### src/rtl/fetch_pkg.sv
// Shared types and default parameters for the instruction fetch stage.
// Imported by the fetch queue and the fetch unit top level.
package fetch_pkg;

  localparam int unsigned      PC_W      = 8;
  localparam int unsigned      ROM_WORDS = 12;
  localparam logic [PC_W-1:0]  RESET_PC  = 8'h00;

  typedef enum logic {
    RUN  = 1'b0,
    HALT = 1'b1
  } fetch_state_t;

  typedef struct packed {
    logic [PC_W-1:0] pc;
    logic [31:0]     instr;
  } fetch_entry_t;

endpackage

### src/rtl/fetch_queue2.sv
// Two-entry FIFO between ROM return and decode.
// Entry 0 is always the head; when the queue empties the head keeps its last contents.
module fetch_queue2
  import fetch_pkg::*;
(
  input  logic         clk,
  input  logic         rst_n,
  input  logic         push,
  input  fetch_entry_t push_data,
  input  logic         pop,
  input  logic         flush,
  output fetch_entry_t head,
  output logic [1:0]   count
);

  fetch_entry_t e0, e1;
  logic [1:0]   cnt;

  always_ff @(posedge clk or negedge rst_n) begin
    if (!rst_n) begin
      e0  <= '0;
      e1  <= '0;
      cnt <= '0;
    end else if (flush) begin
      cnt <= '0;
    end else begin
      case (cnt)
        2'd0: begin
          if (push) begin
            e0  <= push_data;
            cnt <= 2'd1;
          end
        end
        2'd1: begin
          if (push && pop) begin
            e0 <= push_data;
          end else if (push) begin
            e1  <= push_data;
            cnt <= 2'd2;
          end else if (pop) begin
            cnt <= 2'd0;
          end
        end
        default: begin
          // Full: shift entry 1 forward on pop; a push can only arrive together with a pop.
          if (pop) begin
            e0 <= e1;
            if (push) begin
              e1 <= push_data;
            end else begin
              cnt <= 2'd1;
            end
          end
        end
      endcase
    end
  end

  assign head  = e0;
  assign count = cnt;

endmodule

### src/rtl/instruction_fetch_unit.sv
// Fetch stage: owns the PC, issues word reads to a 1-cycle-latency ROM,
// buffers returned words and hands {pc, instr} to decode over valid/ready.
module instruction_fetch_unit #(
  parameter int unsigned      PC_W      = fetch_pkg::PC_W,
  parameter int unsigned      ROM_WORDS = fetch_pkg::ROM_WORDS,
  parameter logic [PC_W-1:0]  RESET_PC  = fetch_pkg::RESET_PC,
  parameter int unsigned      QDEPTH    = 2
) (
  input  logic            clk,
  input  logic            rst_n,
  output logic [5:0]      rom_addr,
  input  logic [31:0]     rom_data,
  output logic            id_valid,
  input  logic            id_ready,
  output logic [31:0]     id_instr,
  output logic [PC_W-1:0] id_pc,
  input  logic            br_taken,
  input  logic [PC_W-1:0] br_target,
  output logic            fetch_done
);

  import fetch_pkg::*;

  localparam logic [PC_W-3:0] ROM_LIMIT = (PC_W-2)'(ROM_WORDS);

  fetch_state_t    state, state_d;
  logic [PC_W-1:0] pc, inflight_pc, tgt_pc;
  logic [PC_W-3:0] pc_word, tgt_word;
  logic            inflight;
  logic [5:0]      rom_addr_q;
  logic [1:0]      count;
  logic [2:0]      occupancy, issue_limit;
  logic            accept, pop, push, issue;
  fetch_entry_t    push_entry, head;

  assign pc_word  = pc[PC_W-1:2];
  assign tgt_pc   = br_target & ~PC_W'(3);
  assign tgt_word = tgt_pc[PC_W-1:2];

  assign accept = id_valid & id_ready;
  assign pop    = accept & ~br_taken;
  assign push   = inflight & ~br_taken;

  // A head leaving this cycle frees a slot, so counting it keeps the stream back-to-back.
  assign occupancy   = {1'b0, count} + {2'b00, inflight};
  assign issue_limit = 3'(QDEPTH) + {2'b00, accept};

  assign issue = (state == RUN) && !br_taken && (pc_word < ROM_LIMIT)
                 && (occupancy < issue_limit);

  assign rom_addr   = issue ? 6'(pc_word) : rom_addr_q;
  assign fetch_done = (state == HALT);

  always_comb begin
    state_d = state;
    if (br_taken) begin
      if (tgt_word < ROM_LIMIT) begin
        state_d = RUN;
      end
    end else if ((state == RUN) && (pc_word >= ROM_LIMIT)) begin
      state_d = HALT;
    end
  end

  always_ff @(posedge clk or negedge rst_n) begin
    if (!rst_n) begin
      state <= RUN;
    end else begin
      state <= state_d;
    end
  end

  always_ff @(posedge clk or negedge rst_n) begin
    if (!rst_n) begin
      pc          <= RESET_PC;
      inflight    <= 1'b0;
      inflight_pc <= '0;
      rom_addr_q  <= '0;
    end else begin
      inflight   <= issue;
      rom_addr_q <= rom_addr;
      if (br_taken) begin
        pc <= tgt_pc;
      end else if (issue) begin
        pc          <= pc + PC_W'(4);
        inflight_pc <= pc;
      end
    end
  end

  always_comb begin
    push_entry       = '0;
    push_entry.pc    = inflight_pc;
    push_entry.instr = rom_data;
  end

  fetch_queue2 u_queue (
    .clk       (clk),
    .rst_n     (rst_n),
    .push      (push),
    .push_data (push_entry),
    .pop       (pop),
    .flush     (br_taken),
    .head      (head),
    .count     (count)
  );

  assign id_valid = (count != 2'd0);
  assign id_instr = head.instr;
  assign id_pc    = head.pc;

endmodule

### config.mk
export PLATFORM = sky130hd
export DESIGN_NAME = instruction_fetch_unit
export DESIGN_NICKNAME = d
export VERILOG_FILES = /design/src/rtl/fetch_pkg.sv /design/src/rtl/fetch_queue2.sv /design/src/rtl/instruction_fetch_unit.sv
export SDC_FILE = /design/constraint.sdc
export NUM_CORES = 1
export LEC_CHECK = 0
export ABC_AREA = 1
export BUFFER_PORTS_ARGS = -buffer_cell sky130_fd_sc_hd__buf_2
export CORE_MARGIN = 2
export CORE_UTILIZATION = 30
export CTS_BUF_LIST = sky130_fd_sc_hd__clkbuf_8
export DETAILED_ROUTE_END_ITERATION = 7
export PLACE_DENSITY_LB_ADDON = 0.15
export SLEW_MARGIN = 20
export SYNTH_ARGS = -nofsm -noshare
export SYNTH_HDL_FRONTEND = slang
export SYNTH_SLANG_ARGS = --single-unit
### constraint.sdc
create_clock -name clk -period 2.5 [get_ports clk]
set_clock_uncertainty 0.15 [all_clocks]
set_input_delay 0.375 -clock clk [delete_from_list [all_inputs] [get_ports clk]]
set_output_delay 0.375 -clock clk [all_outputs]
set_load 0.05 [all_outputs]
==> results_dict.tcl <==
set metrics [dict create \
    synth_flop_cell "dfrtp_1" \
    finalHoldViolations 0 \
    hp-class "in -> reg" \
    yosys.cell_types.count 25 \
    synthMostInstantiatedCell "dfrtp_1" \
    nNetsFinal 640 \
    wl_per_cell_um 12.8 \
    initial_utilization 0.310 \
    synth_compound_area_frac 0.164 \
    critical-path-slowest-cell "dfrtp_1" \
    clk_latency_ns 0.38 \
    dr.pass1.iters 5 \
    path_class "reg -> out" \
    die_w_um 127 \
    slew_viol_final 0 \
    seq_area_frac_synth 0.540 \
    worst_path_most_repeated_cell "nand2_2" \
    cts_max_level 3 \
    place_area_mm2 0.00518 \
    arrival_ns 1.88 \
    synth.mux.area_fraction 0 \
    synth_simple_gate_area_frac 0.202 \
    diodes 0 \
    ir_drop_v 0.000575 \
    power.total_w 0.00674 \
    setup_tns_ns 0 \
    cts_inserted_buffers 9 \
    status "finished, final reports clean" \
    antenna_found_initial 0 \
    startpoint_type "register" \
    synthAdderAreaFrac 0.0110 \
    fmax_mhz 416 \
    grt_max_degree 77 \
    syn-cell-area_mm2 0.00454 \
    synth.ff_latch_count 98 \
    timing.final.crit_share 0.961 \
    power_density_mw_per_mm2 1220 \
    synth_commonest_cells "98 x dfrtp_1, 91 x nand2_1, 54 x nor2_1" \
    reg2reg_depth 9 \
    area_growth_pct 22.0 \
    r2r-end "u_queue.e1[19]" \
    fin_util 0.379 \
    ios 92 \
    gr-total-overflow 0 \
    cts_tree "done" \
    dp_hpwl_um 6620 \
    drive_above_1_share 0.343 \
    critPathRequiredTime_ns 1.98 \
    p_leak_nw 2.82 \
    min_period_ns 2.40 \
    cts-root-buf "clkbuf_8" \
    async_flop_share 1.00 \
    cts_buffer_depth 2 \
    wl_um 9990 \
    synth_xor_area_frac 0 \
    via_per_inst 4.48 \
    numPortBuffers 87 \
    syn_inst 504 \
    r2r_start "u_queue.count[1]" \
    netlist.top_cell.by_area "dfrtp_1" \
    synth_edf_count 0 \
    gp_congestion 0.718 \
    die_h_um 127 \
    cp_cell_sequence "ha_2 > ha_4 > inv_2 > nand2_2 > nor2_4 > nand2_4 > inv_2 > nand2_2 > nand2_2 > buf_8" \
    cpPeakStageDelay_ns 0.40 \
    maxCapViolCount 0 \
    drc 0 \
    clkSinkCount 98 \
    yosysTopAreaCellShare 0.540 \
    crit_buf_inv 3 \
    slew_headroom 0.596 \
    die-area_mm2 0.0161 \
    grt_use_total 0.130 \
    cp.depth 10 \
    endpoint "rom_addr[0]" \
    cp-end-kind "output pin" \
    startpoint "u_queue.count[0]" \
    worst_pin_slew_ns 0.607 \
    drtIter0Drc 180 \
    setup-violations-final 0 \
    synth_warnings 0 \
    clk_pin_slew_ns 0.09 \
    core_area_mm2 0.0146 \
    grt_pass1_wl_um 16800 \
    synth_top_family_by_area "simple AND/OR/NAND/NOR gates" \
    ant_nets 0 \
    via_count 3501 \
    regToRegSetupSlack_ns 0.60 \
    final_cell_area_mm2 0.00554 \
    grt_pass1_vias 3463 \
    synth_area_per_cell_um2 9.02 \
    crit_path_max_fanout 8 \
    rows 44 \
    crit_family "simple AND/OR/NAND/NOR gates" \
    ys_top_cells_by_area "dfrtp_1 54%, nand2_1 7.5%, o21ai_2 6.4%, nor2_1 4.5%, nand2_2 4.4%" \
]
## metal layers
layer,GRT usage,routed length (um),vias up
li1,-,-,1785
met1,0.166,4710,1631
met2,0.209,4620,76
met3,0.0373,503,9
met4,0.0498,157,0
met5,0,0,-
## state kept, by name, indices dropped and copies added (netlist names)
| register | flops |
|---|---|
| pc | 6 |
| fetch_done | 1 |
| inflight | 1 |
| rom_addr_q | 6 |
| u_queue.e1 | 38 |
| u_queue.count | 2 |
| inflight_pc | 6 |
| u_queue.head | 38 |
## metrics by stage
stage	instances	worst slack, ns	hold WS, ns
floorplan	505	-0.140	-0.0706
global placement	761	0.168	0.279
detailed placement	761	0.164	0.279
CTS	780	-0.00160	0.0260
global route	781	-0.0184	0.0478
finish	781	0.0980	0.0544
## layout make-up
cell class | count | area [um2]
inverters | 46 | 174
flip-flops and latches | 98 | 2450
multi-input cells | 331 | 1770
well taps | 184 | 230
clock inverters | 7 | 118
clock buffers | 9 | 124
fillers | 1505 | 9100
repair buffers | 106 | 671
## power breakdown
| part | leakage [nW] | switching, W | internal (W) | total [W] |
|---|---|---|---|---|
| registers | 1.22 | 0.000361 | 0.00222 | 0.00258 |
| logic | 1.48 | 0.00208 | 0.000833 | 0.00292 |
| clock network | 0.117 | 0.000582 | 0.000665 | 0.00125 |
| total | 2.82 | 0.00303 | 0.00371 | 0.00674 |
## cells by family (layout without fill, tap and decap cells)
group           after synthesis  count (layout)
fa+ha+maj                     4               4
other cells                   1               2
buf+inv                      76             168
compound gates              121             121
flops                        98              98
simple gates                204             204
## tightest hold or removal path: cells and delay by family
family / cells / cell delay, ns
AND/OR/NAND/NOR: 2 / 0.09
buffers and inverters: 1 / 0.08
## how the worst min path moves through the flow
stage,slack (ns),cells past startpoint,to,from
6_report,0.05,3,pc[6],br_target[6]
5_1_grt,0.05,3,pc[7],br_target[7]
4_1_cts,0.03,3,pc[6],br_target[6]
3_5_place_dp,0.28,1,u_queue.head[8],rst_n
3_3_place_gp,0.28,1,u_queue.head[8],rst_n
2_1_floorplan,-0.07,0,fetch_done,rst_n
## what timing repair did
action / in CTS / in global routing
hold endpoints to repair: 42 / 0
pin swaps: 1 / 4
setup endpoints to repair: 6 / 6
resized for setup: 12 / 15
buffers inserted: 2 / 1
hold buffers: 1 / 0
## layout by cell type, fill, tap and decap left out, types with 2 or more instances in the layout
master,count
dfrtp_1,98
nand2_1,87
buf_2,80
nor2_1,53
inv_1,43
o21ai_0,38
o21ai_2,36
nand2_2,35
a21oi_1,35
nand3_1,17
buf_4,16
clkbuf_8,9
o21ai_1,6
o21a_1,5
nand4_1,4
buf_6,4
buf_12,4
inv_2,3
nor2_4,3
nand2_4,3
bufinv_16,3
ha_1,2
conb_1,2
clkinvlp_4,2
Note: power is estimated with default switching activity, not from simulation.
